### src/rtl/shreg_pkg.sv
// Shared definitions for the universal shift register:
// operation-select encoding.
package shreg_pkg;

  typedef enum logic [1:0] {
    MODE_HOLD = 2'b00,
    MODE_SHR  = 2'b01,
    MODE_SHL  = 2'b10,
    MODE_LOAD = 2'b11
  } mode_t;

endpackage

### src/rtl/dff_ar.sv
// Single D storage element with asynchronous
// active-low clear and complementary output.
module dff_ar (
  input  logic clk,
  input  logic rst,
  input  logic d,
  output logic q,
  output logic qb
);

  logic r_q;

  always_ff @(posedge clk or negedge rst) begin
    if (!rst) r_q <= 1'b0;
    else      r_q <= d;
  end

  assign q  = r_q;
  assign qb = ~r_q;

endmodule

### src/rtl/univ_shift_reg.sv
// Universal shift register: per-bit 4:1 mode mux in front
// of dff_ar cells, plus a shift counter with done pulse.
module univ_shift_reg
  import shreg_pkg::*;
#(
  parameter int WIDTH = 8
) (
  input  logic                       clk,
  input  logic                       rst,
  input  mode_t                      mode,
  input  logic                       sin_r,
  input  logic                       sin_l,
  input  logic [WIDTH-1:0]           pdata,
  output logic [WIDTH-1:0]           q,
  output logic                       sout_r,
  output logic                       sout_l,
  output logic [$clog2(WIDTH+1)-1:0] cnt,
  output logic                       done
);

  localparam int CW = $clog2(WIDTH+1);
  localparam logic [CW-1:0] FULL = CW'(WIDTH);
  localparam logic [CW-1:0] LAST = CW'(WIDTH - 1);

  logic [WIDTH-1:0] w_q;
  logic [WIDTH-1:0] w_qb;
  logic [WIDTH-1:0] w_hold;
  logic [WIDTH-1:0] w_shr;
  logic [WIDTH-1:0] w_shl;
  logic [WIDTH-1:0] w_d;
  logic [CW-1:0]    r_cnt;
  logic             r_done;

  // hold recirculates through the complement tap
  assign w_hold = ~w_qb;
  assign w_shr  = {sin_r, w_q[WIDTH-1:1]};
  assign w_shl  = {w_q[WIDTH-2:0], sin_l};

  always_comb begin
    w_d = w_hold;
    unique case (mode)
      MODE_HOLD: w_d = w_hold;
      MODE_SHR:  w_d = w_shr;
      MODE_SHL:  w_d = w_shl;
      MODE_LOAD: w_d = pdata;
    endcase
  end

  for (genvar i = 0; i < WIDTH; i++) begin : g_bit
    dff_ar u_dff (
      .clk (clk),
      .rst (rst),
      .d   (w_d[i]),
      .q   (w_q[i]),
      .qb  (w_qb[i])
    );
  end

  always_ff @(posedge clk or negedge rst) begin
    if (!rst) begin
      r_cnt  <= '0;
      r_done <= 1'b0;
    end else begin
      unique case (mode)
        MODE_HOLD: r_done <= 1'b0;
        MODE_SHR, MODE_SHL: begin
          if (r_cnt != FULL) r_cnt <= r_cnt + 1'b1;
          r_done <= (r_cnt == LAST);
        end
        MODE_LOAD: begin
          r_cnt  <= '0;
          r_done <= 1'b0;
        end
      endcase
    end
  end

  assign q      = w_q;
  assign sout_r = w_q[0];
  assign sout_l = w_q[WIDTH-1];
  assign cnt    = r_cnt;
  assign done   = r_done;

endmodule

### config.mk
export PLATFORM = sky130hd
export DESIGN_NAME = univ_shift_reg
export DESIGN_NICKNAME = d
export VERILOG_FILES = /design/src/rtl/shreg_pkg.sv /design/src/rtl/dff_ar.sv /design/src/rtl/univ_shift_reg.sv
export SDC_FILE = /design/constraint.sdc
export NUM_CORES = 1
export LEC_CHECK = 0
export BUFFER_PORTS_ARGS = -buffer_cell sky130_fd_sc_hd__clkbuf_2
export CORE_MARGIN = 2
export CORE_UTILIZATION = 30
export DETAILED_ROUTE_END_ITERATION = 6
export GPL_TIMING_DRIVEN = 0
export HOLD_SLACK_MARGIN = 0.12
export PLACE_DENSITY_LB_ADDON = 0.3
export SLEW_MARGIN = 20
export SYNTH_ARGS = -nofsm -noshare
export SYNTH_HDL_FRONTEND = slang
export SYNTH_HIERARCHICAL = 1
export SYNTH_SLANG_ARGS = --single-unit
### constraint.sdc
create_clock -name clk -period 1.65 [get_ports clk]
set_clock_uncertainty 0.1 [all_clocks]
set_input_delay 0.33 -clock clk [delete_from_list [all_inputs] [get_ports clk]]
set_output_delay 0.33 -clock clk [all_outputs]
set_load 0.03 [all_outputs]
# After elaboration in Yosys (flattened, before gate mapping)
# Cells that the tools add are included.
# totals
regBits	13
output_inout_bits	15
word_cells	35
# op_classes
addsub	1
eq_ne	6
muxes	4
bitwise	9
n_reduce_logical	5
# op_table
op	n
case mux 8 bit (4 select lines)	1
inverter 1 bit	8
inverter 8 bit	1
case mux 4 bit (2 select lines)	1
adder 4 x 1 -> 4 bit, second input constant	1
== test 2 bit, second input constant	2
== test 4 x 3 -> 1 bit, second input constant	1
2-to-1 mux 4 bit	1
!= test 4 bit, second input constant	1
OR reduction 2 bit	2
== test 2 x 1 -> 1 bit, second input constant	1
logical NOT 2 bit	1
!= test 2 bit, second input constant	1
case mux 1 bit (2 select lines)	1
AND reduction 2 bit	1
nonzero test 2 bit	1

# Logic depth before layout (Yosys ltp)
# depth
ltp_word	4
ltp_mapped	5
depth_no_buf	5

# Cells and area by module
# Netlist, hierarchy kept.
# modules_own_cells
mod	instances	cells_per_inst	area_per_inst_um2
univ_shift_reg	1	52	535.5
dff_ar	8	2	28.8

# Worst setup path after synthesis
# No wires, ideal clock.
# synth_path
path_kind	reg-to-reg
from	register r_cnt[0], in the netlist cnt[0]
to	register r_cnt[0], in the netlist cnt[0]
setup_ns	0.125
t_arrival_ns	1.374
setup_slack_ns	0.051
stages_incl_launch_ff	6
synth_period_minus_slack_ns	1.599
cell_sequence	dfrtp_1 inv_1 ha_1 nand3b_4 and3_4 mux2_4
# synth_via
elab_chain_cells	3
elab_cells_between_ends	6
# synth_lines
item	line	source
start: declaration	univ_shift_reg.sv:31	logic [CW-1:0] r_cnt;
start signal: assignment	univ_shift_reg.sv:67	if (r_cnt != FULL) r_cnt <= r_cnt + 1'b1;
adder 4 x 1 -> 4 bit or != test 4 bit (tied branches)	univ_shift_reg.sv:67	
2-to-1 mux 4 bit or != test 2 bit (tied branches)	n/a	
case mux 4 bit (2 select lines) or AND reduction 2 bit (tied branches)	n/a	
# Several ways; a longest one is shown, not always the timed one. The select of a mux whose other input is x is not followed.
# A chain may end at the register's enable or synchronous reset.

# Worst setup path in the final report
# Same ends and word-level chain as after synthesis.

==> reports/qor.log <==
[floorplanning] vertical die dimension 54.5 µm
[clock_network] CTS tree yes
[min_path] beginning of the worst hold path pdata[6]
[global_route] total overflow reported by the global router 0
[finish] Layout fillers 246
[synth] post-synth cell types 20
[global_route] number of global-route vias before repair 525
[floorplanning] area enclosed by the die boundary 2970 µm²
[min_path] type of the most critical hold path in2reg
[global_route] wire length of the first global-routing pass 2330 µm
[global_route] largest net degree at the start of global routing 14
[finish] antenna cells 0
[placed_design] Port Buf Inserts 28
[finish] area delta synth->final 27.9%
[timing] fin crit share 92.5%
[power] total design power 1.06 mW
[synth] Cell Area, Synth 766 µm²
[clock_network] root buffer cell clkbuf_4
[timing] total of endpoints with negative setup slack in the final report 0
[setup_path] category of cells accounting for the largest share of critical-path delay flip-flops
[min_path] terminating pin of the worst hold path g_bit[6].u_dff/q
[timing] final count of pins violating max slew 0
[synth] number of instances in the synthesized netlist 68
[synth] net count after synthesis 88
[setup_path] Reg2Reg Capture Point cnt[0]
[drt] detail-routed net length per standard cell 12.2 µm
[timing] Max Fclk 655 MHz
[synth] number of synthesized register bits 13
[floorplanning] starting density of the core 31.2%
[setup_path] Reg-to-Reg Start cnt[0]
[synth] mean post-synth cell area 11.3 µm²
[finish] net total in the final layout 122
[floorplanning] row count 18
[clock_network] Resize count post-CTS 0
[synth] share of synthesized registers carrying an async set or reset 100%
[clock_network] Clock transition at path regs 0.08 ns
[timing] RSZ-0062 raised after global routing false
[timing] Period minus WS final 1.53 ns
[power] areal power density over the cells 1080 nW/µm²
[placed_design] Placed Instance Area 943 µm²
[setup_path] cells along the critical path inv_1 > ha_1 > nand3b_4 > and3_4 > mux2_4
[global_route] global-route usage over all layers 11.3%
[synth] fraction of the yosys area taken by sequential cells 42.5%
[synth] count of flip-flops with a built-in enable after synthesis 0
[power] worst supply voltage drop on vdd 770 µV
[placed_design] hpwl dp 1200 µm
[clock_network] clock buffer count from CTS 3
[drt] count of vias placed by the detailed router 633
[drt] overall routed net length 1600 µm
[outcome] status complete, no violations
[timing] worst hold-check slack 0.249 ns
[timing] worst rel slew slack 61.3%
[setup_path] worst setup path class reg2reg
[timing] final hold violations 0
[floorplanning] area of the placeable core 2450 µm²
[setup_path] critical path data arrival time 1.59 ns
[setup_path] slowest cell on the critical path dfrtp_1
[drt] total DRC errors in the routed layout 0
[timing] transition at the pin with the smallest max-transition slack 0.581 ns
[timing] setup TNS 0 ns
[clock_network] depth of the CTS H-tree 1
[setup_path] worst setup slack for register-to-register paths 0.12 ns
[setup_path] element type at the critical path end flip-flop
[run] number of violations of the max-capacitance limit 0
[placed_design] routability-driven placement congestion ratio 0.671
[global_route] number of antenna violations at the first check in global routing 0
[drt] number of DRC markers in iteration 0 32
[drt] detailed-routing iteration count for the pre-antenna-repair pass 4
[setup_path] maximum cell stage delay along the critical path 0.43 ns
[clock_network] Skew-Pair Late Insertion Delay 0.27 ns
[setup_path] worst endpoint required time 1.71 ns
[clock_network] TritonCTS Sinks 13
[floorplanning] Die X 54.5 µm
[synth] number of warning messages in the yosys log 6
[setup_path] Critical Path Start Type flip-flop
[synth] Main synth FF type dfrtp_1
[setup_path] Register-to-Register Path Depth 5
[finish] area of all placed cells without fillers 980 µm²
[clock_network] largest buffer count on any clock path 2
[drt] drt via density 4.83
[finish] layout cells sized above 1 38.6%
[min_path] worst hold path cell count 3
[power] static leakage power 0.520 nW
[setup_path] WP buf/inv 1
[drt] Post-DRT Antenna Nets 0
[setup_path] critical path peak fanout 5
[floorplanning] num ports 29
[worst max-delay path by stage]
stage	slack, ns	cells past startpoint	endpoint	startpoint
after global placement	0.04	6	g_bit[2].u_dff/q	mode[0]
after CTS	0.11	5	cnt[0]	cnt[0]
final	0.12	5	cnt[0]	cnt[0]
after detailed placement	0.04	6	g_bit[7].u_dff/q	mode[0]
after floorplan	0.05	5	cnt[0]	cnt[0]
after global routing	0.05	5	cnt[0]	cnt[0]
[sequential cells by signal (all words and copies together) (netlist names)]
signal         flops
done               1
g_bit.u_dff/q      8
cnt                4
[area by class of cell]
type	count	area, µm²	share of cell area (%)
inverters	13	48.8	4.98
multi-input cells	36	360	36.8
repair buffers	29	150	15.3
well taps	30	37.5	3.83
plain buffers	6	31.3	3.19
flip-flops and latches	13	325	33.2
clock buffers	4	26.3	2.68
[metal layers]
| metal | wire (µm) | track usage [%] | up-vias |
|---|---|---|---|
| li1 | - | - | 313 |
| met1 | 753 | 13.9 | 295 |
| met2 | 732 | 18.1 | 25 |
| met3 | 116 | 5.74 | 0 |
| met4 | 0 | 1.25 | 0 |
| met5 | 0 | 0 | - |
[through the flow]
step	setup slack [ns]	cells	util, %
6_report	0.124	131	39.9
5_1_grt	0.0505	131	39.9
4_1_cts	0.106	131	39.9
3_5_place_dp	0.0384	126	38.4
3_3_place_gp	0.0393	126	38.4
2_1_floorplan	0.0511	68	-
[timing repair]
item	in CTS	in global routing
hold buffers	1	0
setup endpoints to repair	0	0
endpoints found under the hold margin	13	0
buffers inserted	0	0
[worst register-to-register path, cell delays in order (launching register included)]
cell and delay, ns:
dfrtp_1 0.43, inv_1 0.11, ha_1 0.23, nand3b_4 0.10, and3_4 0.20, mux2_4 0.25
[cell usage in the layout, fill, tap and decap left out]
cell type	Yosys	routed
clkbuf_2	0	28
inv_1	13	13
dfrtp_1	13	13
mux2i_1	9	9
a222oi_1	8	8
ha_1	6	6
clkbuf_1	3	4
clkbuf_4	0	3
nand2_1	2	2
buf_4	2	2
buf_2	1	1
nor3b_1	1	1
nand3b_4	1	1
and3_4	1	1
mux2_4	1	1
a211o_2	1	1
a21oi_1	1	1
a22o_2	1	1
nand4_1	1	1
nand3_1	1	1
o31ai_1	1	1
a32o_1	1	1
dlygate4sd3_1	0	1
[power breakdown]
part	internal, mW	switching (mW)	leakage, nW
Sequential	0.375	0.0782	0.170
Combinational	0.165	0.249	0.335
Clock	0.0936	0.100	0.0150
[cell usage after synthesis, drive strengths merged (2+ instances only)]
master / n / area [µm²]
nand2: 2 / 7.51
a222oi: 8 / 80.1
ha: 6 / 75.1
buf: 3 / 20.0
clkbuf: 3 / 11.3
dfrtp: 13 / 325
mux2i: 9 / 90.1
inv: 13 / 48.8
[cell families (layout without fill, tap and decap cells)]
logic type / Yosys count / after routing / share of synthesized area [%]
adders and majority gates: 6 / 6 / 9.80
DFF: 13 / 13 / 42.5
and+or+nand+nor: 7 / 7 / 7.52
buffers and inverters: 19 / 52 / 10.5
muxes: 10 / 10 / 13.7
AOI/OAI and AO/OA: 13 / 13 / 16.0
Note: power is estimated with default switching activity, not from simulation.
